### config.mk
export PLATFORM = sky130hd
export DESIGN_NAME = mem_access_unit
export DESIGN_NICKNAME = d
export VERILOG_FILES = /design/src/rtl/mem_access_unit.sv
export SDC_FILE = /design/constraint.sdc
export NUM_CORES = 1
export LEC_CHECK = 0
export CAP_MARGIN = 20
export CORE_UTILIZATION = 30
export CTS_BUF_LIST = sky130_fd_sc_hd__clkbuf_4 sky130_fd_sc_hd__clkbuf_8
export CTS_CLUSTER_DIAMETER = 40
export CTS_CLUSTER_SIZE = 8
export DETAILED_ROUTE_END_ITERATION = 6
export SYNTH_ARGS = -nofsm -noshare
export SYNTH_HDL_FRONTEND = slang
export SYNTH_SLANG_ARGS = --single-unit
### constraint.sdc
create_clock -name clk -period 3.75 [get_ports clk]
set_input_delay 0.5625 -clock clk [delete_from_list [all_inputs] [get_ports clk]]
set_output_delay 0.5625 -clock clk [all_outputs]
set_load 0.01 [all_outputs]
### src/rtl/mem_access_unit.sv
// Memory-stage access unit: turns the M-stage load/store into an SRAM-like
// request/response bus transaction, stalls the pipe while it is in flight,
// and formats store strobes/data and load results.
module mem_access_unit #(
   parameter int unsigned DATA_W = 32,
   parameter int unsigned ADDR_W = 32
) (
   input  logic                  clk,
   input  logic                  rst,
   input  logic                  memenM,
   input  logic                  memwriteM,
   input  logic [1:0]            sizeM,
   input  logic                  unsignedM,
   input  logic [ADDR_W-1:0]     addrM,
   input  logic [DATA_W-1:0]     wdataM,
   input  logic                  flushM,
   input  logic                  stall_i,
   output logic                  stall_o,
   output logic [DATA_W-1:0]     rdataM_o,
   output logic                  adel_o,
   output logic                  ades_o,
   output logic                  data_req,
   output logic                  data_wr,
   output logic [1:0]            data_size,
   output logic [ADDR_W-1:0]     data_addr,
   output logic [DATA_W/8-1:0]   data_wstrb,
   output logic [DATA_W-1:0]     data_wdata,
   input  logic                  data_addr_ok,
   input  logic                  data_data_ok,
   input  logic [DATA_W-1:0]     data_rdata
);

   localparam int unsigned Lanes = DATA_W / 8;
   localparam int unsigned OffW  = $clog2(Lanes);

   typedef enum logic [1:0] {StIdle, StReq, StWait, StDone} stateT;

   stateT               stateQ;
   logic                discardQ;
   logic [DATA_W-1:0]   heldQ;
   logic [ADDR_W-1:0]   addrQ;
   logic [1:0]          sizeQ;
   logic                wrQ;
   logic                unsQ;
   logic [Lanes-1:0]    strbQ;
   logic [DATA_W-1:0]   wdataQ;

   logic                misal;
   logic                start;
   logic [Lanes-1:0]    mask;
   logic [Lanes-1:0]    strbNew;
   logic [DATA_W-1:0]   wdataNew;
   logic [DATA_W-1:0]   shifted;
   logic [DATA_W-1:0]   ext;
   logic                deliver;

   // Decode the incoming access: alignment check, byte strobes, replicated store data
   always_comb begin
      misal    = 1'b0;
      mask     = '0;
      wdataNew = wdataM;
      unique case (sizeM)
         2'b00: begin
            mask[0]  = 1'b1;
            wdataNew = {Lanes{wdataM[7:0]}};
         end
         2'b01: begin
            misal      = addrM[0];
            mask[1:0]  = 2'b11;
            wdataNew   = {(Lanes / 2){wdataM[15:0]}};
         end
         2'b10: begin
            misal      = |addrM[1:0];
            mask[3:0]  = 4'hF;
            wdataNew   = {(Lanes / 4){wdataM[31:0]}};
         end
         default: begin
            // Doubleword only exists on a 64-bit bus
            misal    = (DATA_W == 64) ? |addrM[OffW-1:0] : 1'b1;
            mask     = '1;
            wdataNew = wdataM;
         end
      endcase
      strbNew = memwriteM ? (mask << addrM[OffW-1:0]) : '0;
   end

   assign start  = memenM & ~misal & ~flushM & (stateQ == StIdle) & rst;
   assign adel_o = memenM & ~memwriteM & misal;
   assign ades_o = memenM & memwriteM & misal;

   // Align and extend the returned load data using the latched access shape
   always_comb begin
      shifted = data_rdata >> {addrQ[OffW-1:0], 3'b000};
      ext     = shifted;
      unique case (sizeQ)
         2'b00:   ext = unsQ ? DATA_W'(shifted[7:0]) : DATA_W'($signed(shifted[7:0]));
         2'b01:   ext = unsQ ? DATA_W'(shifted[15:0]) : DATA_W'($signed(shifted[15:0]));
         2'b10:   ext = ((DATA_W == 64) && unsQ) ? DATA_W'(shifted[31:0])
                                                 : DATA_W'($signed(shifted[31:0]));
         default: ext = shifted;
      endcase
   end

   assign deliver  = (stateQ == StWait) & data_data_ok & ~discardQ;
   assign rdataM_o = deliver ? ext : heldQ;

   assign stall_o  = start | (stateQ == StReq) | ((stateQ == StWait) & ~deliver);

   // Bus request is driven live in the start cycle, from the latches while retrying
   assign data_req   = start | (stateQ == StReq);
   assign data_wr    = start ? memwriteM : ((stateQ == StReq) & wrQ);
   assign data_size  = (stateQ == StIdle) ? sizeM : sizeQ;
   assign data_addr  = (stateQ == StIdle) ? addrM : addrQ;
   assign data_wstrb = start ? strbNew : ((stateQ == StReq) ? strbQ : '0);
   assign data_wdata = (stateQ == StIdle) ? wdataNew : wdataQ;

   // Transaction FSM, request latches, flush-discard flag and held load result
   always_ff @(posedge clk or negedge rst) begin
      if (!rst) begin
         stateQ   <= StIdle;
         discardQ <= 1'b0;
         heldQ    <= '0;
         addrQ    <= '0;
         sizeQ    <= '0;
         wrQ      <= 1'b0;
         unsQ     <= 1'b0;
         strbQ    <= '0;
         wdataQ   <= '0;
      end else begin
         unique case (stateQ)
            StIdle: begin
               if (start) begin
                  addrQ    <= addrM;
                  sizeQ    <= sizeM;
                  wrQ      <= memwriteM;
                  unsQ     <= unsignedM;
                  strbQ    <= strbNew;
                  wdataQ   <= wdataNew;
                  discardQ <= 1'b0;
                  stateQ   <= data_addr_ok ? StWait : StReq;
               end
            end
            StReq: begin
               // The request is never withdrawn; a flush only marks the result dead
               if (flushM) discardQ <= 1'b1;
               if (data_addr_ok) stateQ <= StWait;
            end
            StWait: begin
               if (data_data_ok) begin
                  discardQ <= 1'b0;
                  if (!discardQ && stall_i) begin
                     stateQ <= StDone;
                     if (!wrQ) heldQ <= ext;
                  end else begin
                     stateQ <= StIdle;
                  end
               end else if (flushM) begin
                  discardQ <= 1'b1;
               end
            end
            StDone: begin
               if (!stall_i) stateQ <= StIdle;
            end
            default: stateQ <= StIdle;
         endcase
      end
   end

endmodule

==> impl_metrics.toml, run 1 <==
[worst_setup_path]
crit_type = "reg2out"
crit_path_end_kind = "output port"
r2r_start = "stateQ[0]"
crit_required_ns = 3.19
startpoint = "stateQ[0]"
arrival_ns = 2.90
start_kind = "register"
cp_max_fo = 11
reg2reg_depth = 7

[timing]
finalHoldViolations = 0
slew_violations = 0
worst_clock_skew_ns = 0.01328
min_period_over_period = 0.9225
finalSetupTns_ns = 0
rsz0062_at_grt = "false"
maxClockFrequency_mhz = 289.1
layout_setup_ws_ns = 0.2904
slew_headroom = 0.5039
min_period_ns = 3.460
setup_viol = 0
tightestPinTransition_ns = 0.7441

[placement]
dp_hpwl_um = 13420
dp.cells = 1054
gp_congestion = 0.7871
place_ws_ns = 0.4090
port_buffers = 213

[synth]
synth_area_leaders = "dfrtp_1, mux2_2, mux2i_1"
ys_types = 46
async_reset_ff_frac = 1.000
ys_ff_latch = 107
yosysTopAreaCell = "dfrtp_1"
synth_area_um2 = 6285
ys_warn_count = 0
syn_inst = 596
synth_edf_count = 0
yosysSeqAreaShare = 0.4260
postSynthAreaPerCell_um2 = 10.54
syn_nets = 708
synth_top_area_frac = 0.4260
synthFlopType = "dfrtp_1"

[floorplan]
die_w_um = 146.7
die_y_um = 146.7
initial_core_util = 0.3086
die-area_um2 = 21530
io_pins = 214
core_um2 = 20360
rows = 52

[hold_path]
hold_class = "in2async"

[pwr]
netSwitchingPower_mw = 2.693
powerDensity_nw_per_um2 = 811.9
seqPwrFrac = 0.279
max-vdd-ir-drop_mv = 0.3855
p_leak_nw = 3.744
p_comb_frac = 0.622
cellInternalPower_mw = 4.539
switching_share = 0.3723
pwr-share-clk = 0.100
power_mw = 7.232

[global_routing]
grt_pass1_wl_um = 29260
grt-ovfl-total = 0
first_global_vias = 5184
antenna_found_initial = 0
grt_max_degree = 90
grt_usage = 0.1735

[cells_and_area]
drive_gt1_frac = 0.2000
layout.cells.non_filler = 1070
fillers = 2000
fin_util = 0.4374
layout_commonest_cell = "clkdlybuf4s50_1"
antenna_cells = 0
area_delta_synth_final_pct = 41.73
final_cell_mix = "clkdlybuf4s50_1, mux2_2, dfrtp_1"
final_net_count = 907

[flow_run]
maxCapViolCount = 0

[detailed_routing]
postRouteAntennaNets = 0
drt_iter0_drc = 180
vias_per_cell = 4.898
dr.pass1.iters = 7
wire_per_inst_um = 17.32
via_count = 5241
finalWirelength_um = 18530
drc = 0

[clock_network]
ctsHoldBuffers = 0
cts_tree = "built"
h-tree-depth = 3
clockBufferDepth = 2
post_cts.resized_instances = 0
cts_root_buf = "clkbuf_8"
cts_buffers = 9
post_cts.repair.setup_buffers = 0
clkSlewWorstSetupHoldPaths_ns = 0.12
insertion_delay_ns = 0.38
cts_sinks = 107

[outcome]
status = "complete, no violations"
==> cell usage after synthesis, drive strengths merged, types with 2 or more instances <==
library cell  count
mux2i            41
and2              9
nand3             4
dfrtp           107
nor3b             2
nand2b            7
mux2            110
a21oi            30
nor2             36
o31ai             2
a21o              4
clkbuf           19
or2               2
o22a             32
o21ai            62
inv               5
buf              25
nor3              3
xor2              2
nor2b             2
a22o             14
a31o              3
nand3b            2
nand2            56
ha                5
==> metrics by stage <==
stage	hold slack, ns	cell area, um2
floorplan	0.2669	6285
global placement	0.4600	8716
detailed placement	0.4659	8716
CTS	0.3613	8907
global route	0.4132	8907
finish	0.3631	8907
==> critical path, stage by stage, from the launching register on <==
cell and delay [ns]:
dfrtp_1 0.45, inv_1 0.17, ha_1 0.32, and3b_1 0.54, buf_4 0.28, nor2_1 0.05, a21oi_1 0.12, clkdlybuf4s50_1 0.58
==> cell families (layout without fill, tap and decap cells) <==
| family | count (synthesis) | in the layout | synth area share |
|---|---|---|---|
| compound gates | 156 | 156 | 0.1654 |
| mux | 152 | 152 | 0.2660 |
| simple gates | 125 | 125 | 0.09317 |
| flops | 107 | 107 | 0.4260 |
| buf+inv | 49 | 253 | 0.03663 |
| fa+ha+maj | 5 | 5 | 0.009954 |
| xor+xnor | 2 | 2 | 0.002788 |
==> power by group through the flow <==
stage / Sequential [mW] / Clock, mW / Combinational, mW
global placement: 2.03 / 0 / 4.50
finish: 2.01 / 0.720 / 4.50
detailed placement: 2.04 / 0 / 4.52
floorplan: 1.94 / 0 / 2.52
CTS: 2.01 / 0.771 / 4.54
global route: 2.09 / 0.808 / 4.86
==> flip-flops by register name, indices dropped and copies added, names as in the netlist <==
register  cells
discardQ      1
addrQ        32
wrQ           1
strbQ         4
stateQ        2
wdataQ       32
unsQ          1
heldQ        32
sizeQ         2
==> area by class of cell <==
cell class | instances | area, um2 | share of cell area
Clock buffer | 10 | 137.6 | 0.01545
Clock inverter | 6 | 53.80 | 0.006040
Inverter | 5 | 18.77 | 0.002107
Multi-Input combinational cell | 440 | 3397 | 0.3814
Sequential cell | 107 | 2678 | 0.3006
Tap cell | 270 | 337.8 | 0.03793
Timing Repair Buffer | 232 | 2285 | 0.2565
==> worst paths after layout <==
kind,slack (ns),endpoint
worst max-delay path,0.29,rdataM_o[15]
worst min-delay path,0.36,addrQ[14]
worst max register to register,1.25,heldQ[10]
worst min register to register,0.49,strbQ[0]
max in group asynchronous,2.17,addrQ[23]
min in group clk,0.49,strbQ[0]
==> metal layers <==
metal	wire, um	GRT usage
met3	1509	0.05807
met4	138	0.03698
met1	8679	0.2372
met2	8205	0.2649
met5	0	0
Note: power is estimated with default switching activity, not from simulation.
==> run 2: changes to the inputs <==
--- a/config.mk
+++ b/config.mk
@@ -6,11 +6,12 @@
 export NUM_CORES = 1
 export LEC_CHECK = 0
 export CAP_MARGIN = 20
-export CORE_UTILIZATION = 30
+export CORE_UTILIZATION = 31
 export CTS_BUF_LIST = sky130_fd_sc_hd__clkbuf_4 sky130_fd_sc_hd__clkbuf_8
 export CTS_CLUSTER_DIAMETER = 40
 export CTS_CLUSTER_SIZE = 8
 export DETAILED_ROUTE_END_ITERATION = 6
+export DONT_BUFFER_PORTS = 1
 export SYNTH_ARGS = -nofsm -noshare
 export SYNTH_HDL_FRONTEND = slang
 export SYNTH_SLANG_ARGS = --single-unit
==> impl_metrics.toml, run 2 (same netlist as run 1, synthesis figures left out) <==
[pwr]
switching_share = 0.4152
p_leak_nw = 2.908
cellInternalPower_mw = 3.440
powerDensity_nw_per_um2 = 870.7
max-vdd-ir-drop_mv = 0.2962
pwr-share-clk = 0.146
seqPwrFrac = 0.344
netSwitchingPower_mw = 2.442
power_mw = 5.883
p_comb_frac = 0.510

[outcome]
status = "complete, no violations"

[worst_setup_path]
crit_type = "reg2out"
arrival_ns = 2.46
r2r-end = "wdataQ[6]"
cp_slowest_cell = "buf_4"
crit_family = "buffers and inverters"
crit_path_end_kind = "output port"
crit_required_ns = 3.19
r2r_start = "stateQ[0]"
cp_cell_sequence = "inv_1, ha_4, buf_4, mux2_2"
start_kind = "register"
path_buf_inv = 2
slowest_delay_ns = 0.72
reg2reg_depth = 7
cp_max_fo = 89
regToRegSetupSlack_ns = 1.04

[floorplan]
die_y_um = 144.4
initial_core_util = 0.3198
core_um2 = 19650
rows = 51
die_w_um = 144.4
die-area_um2 = 20850
io_pins = 214

[clock_network]
insertion_delay_ns = 0.38
clockBufferDepth = 2
cts_tree = "built"
post_cts.repair.setup_buffers = 0
cts_buffers = 9
cts_sinks = 107
h-tree-depth = 3
cts_root_buf = "clkbuf_8"
clkSlewWorstSetupHoldPaths_ns = 0.10

[placement]
gp_congestion = 0.8062
port_buffers = 0
dp_hpwl_um = 12140

[global_routing]
grt_max_degree = 108
first_global_vias = 4458
grt-ovfl-total = 0
antenna_found_initial = 0
grt_pass1_wl_um = 24750
grt_usage = 0.1581

[cells_and_area]
antenna_cells = 0
layout_commonest_cell = "mux2_2"
final_net_count = 685
drive_gt1_frac = 0.2582
final_cell_mix = "mux2_2, dfrtp_1, o21ai_0"
area_delta_synth_final_pct = 7.505
largest_registers = "addrQ (32), heldQ (32), wdataQ (32)"

[flow_run]
maxCapViolCount = 0

[timing]
finalSetupTns_ns = 0
min_period_ns = 3.026
finalHoldViolations = 0
setup_viol = 0
maxClockFrequency_mhz = 330.5
slew_headroom = 0.3114
whs_ns = 0.1270
tightestPinTransition_ns = 1.033
rsz0062_at_grt = "false"
slew_violations = 0
min_period_over_period = 0.8068
worst_clock_skew_ns = 0.007843

[detailed_routing]
met2_length_um = 8063
postRouteAntennaNets = 0
finalWirelength_um = 16760
drt-met1-wl_um = 6531
dr_wl_met3_um = 1823
dr.pass1.iters = 5
highest_layer = "met4"
vias_per_cell = 5.392
drc = 0
wire_per_inst_um = 19.91
via_count = 4540
drt_iter0_drc = 236

[hold_path]
hold_class = "in2async"
## run 2: what timing repair did
item | 4_1_cts | 5_1_grt
gates resized for setup | 0 | 0
hold endpoints to repair | 107 | 0
hold buffers | 1 | 0
## run 2: area by class of cell
| cell class | instances | area [um2] |
|---|---|---|
| Fill cell | 1995 | 12900 |
| Multi-Input combinational cell | 440 | 3397 |
| Sequential cell | 107 | 2678 |
| Tap cell | 265 | 331.6 |
| Clock buffer | 9 | 123.9 |
| Clock inverter | 6 | 112.6 |
| Timing Repair Buffer | 10 | 95.09 |
| Inverter | 5 | 18.77 |
## run 2: through the flow
step	utilization	area [um2]	std cells	worst slack, ns
after floorplan	-	6285	596	1.339
after global placement	0.3303	6492	826	1.074
after detailed placement	0.3303	6492	826	0.9972
after CTS	0.3438	6756	842	0.7190
after global routing	0.3438	6756	842	0.5347
final	0.3438	6756	842	0.7245
## run 2: per-layer routing
metal / track usage / vias up
li1: - / 2103
met1: 0.1812 / 2183
met2: 0.2609 / 230
met3: 0.06755 / 24
met4: 0.05817 / 0
met5: 0 / -
## run 2: how the worst max path moves through the flow
stage / start / endpoint / depth (start not counted)
after global routing: stateQ[0] / data_wdata[17] / 5
after detailed placement: addrM[0] / wdataQ[27] / 5
final: stateQ[0] / data_size[1] / 4
after floorplan: stateQ[0] / data_wstrb[0] / 8
after global placement: addrM[0] / wdataQ[0] / 5
after CTS: stateQ[0] / data_size[1] / 4
## run 2: power by group through the flow
| stage | Sequential (mW) | Clock (mW) | Combinational, mW |
|---|---|---|---|
| final | 2.02 | 0.857 | 3.00 |
| after global routing | 2.09 | 0.940 | 3.27 |
| after CTS | 2.02 | 0.895 | 3.04 |
| after detailed placement | 2.05 | 0 | 2.99 |
| after global placement | 2.01 | 0 | 2.92 |
| after floorplan | 1.94 | 0 | 2.52 |
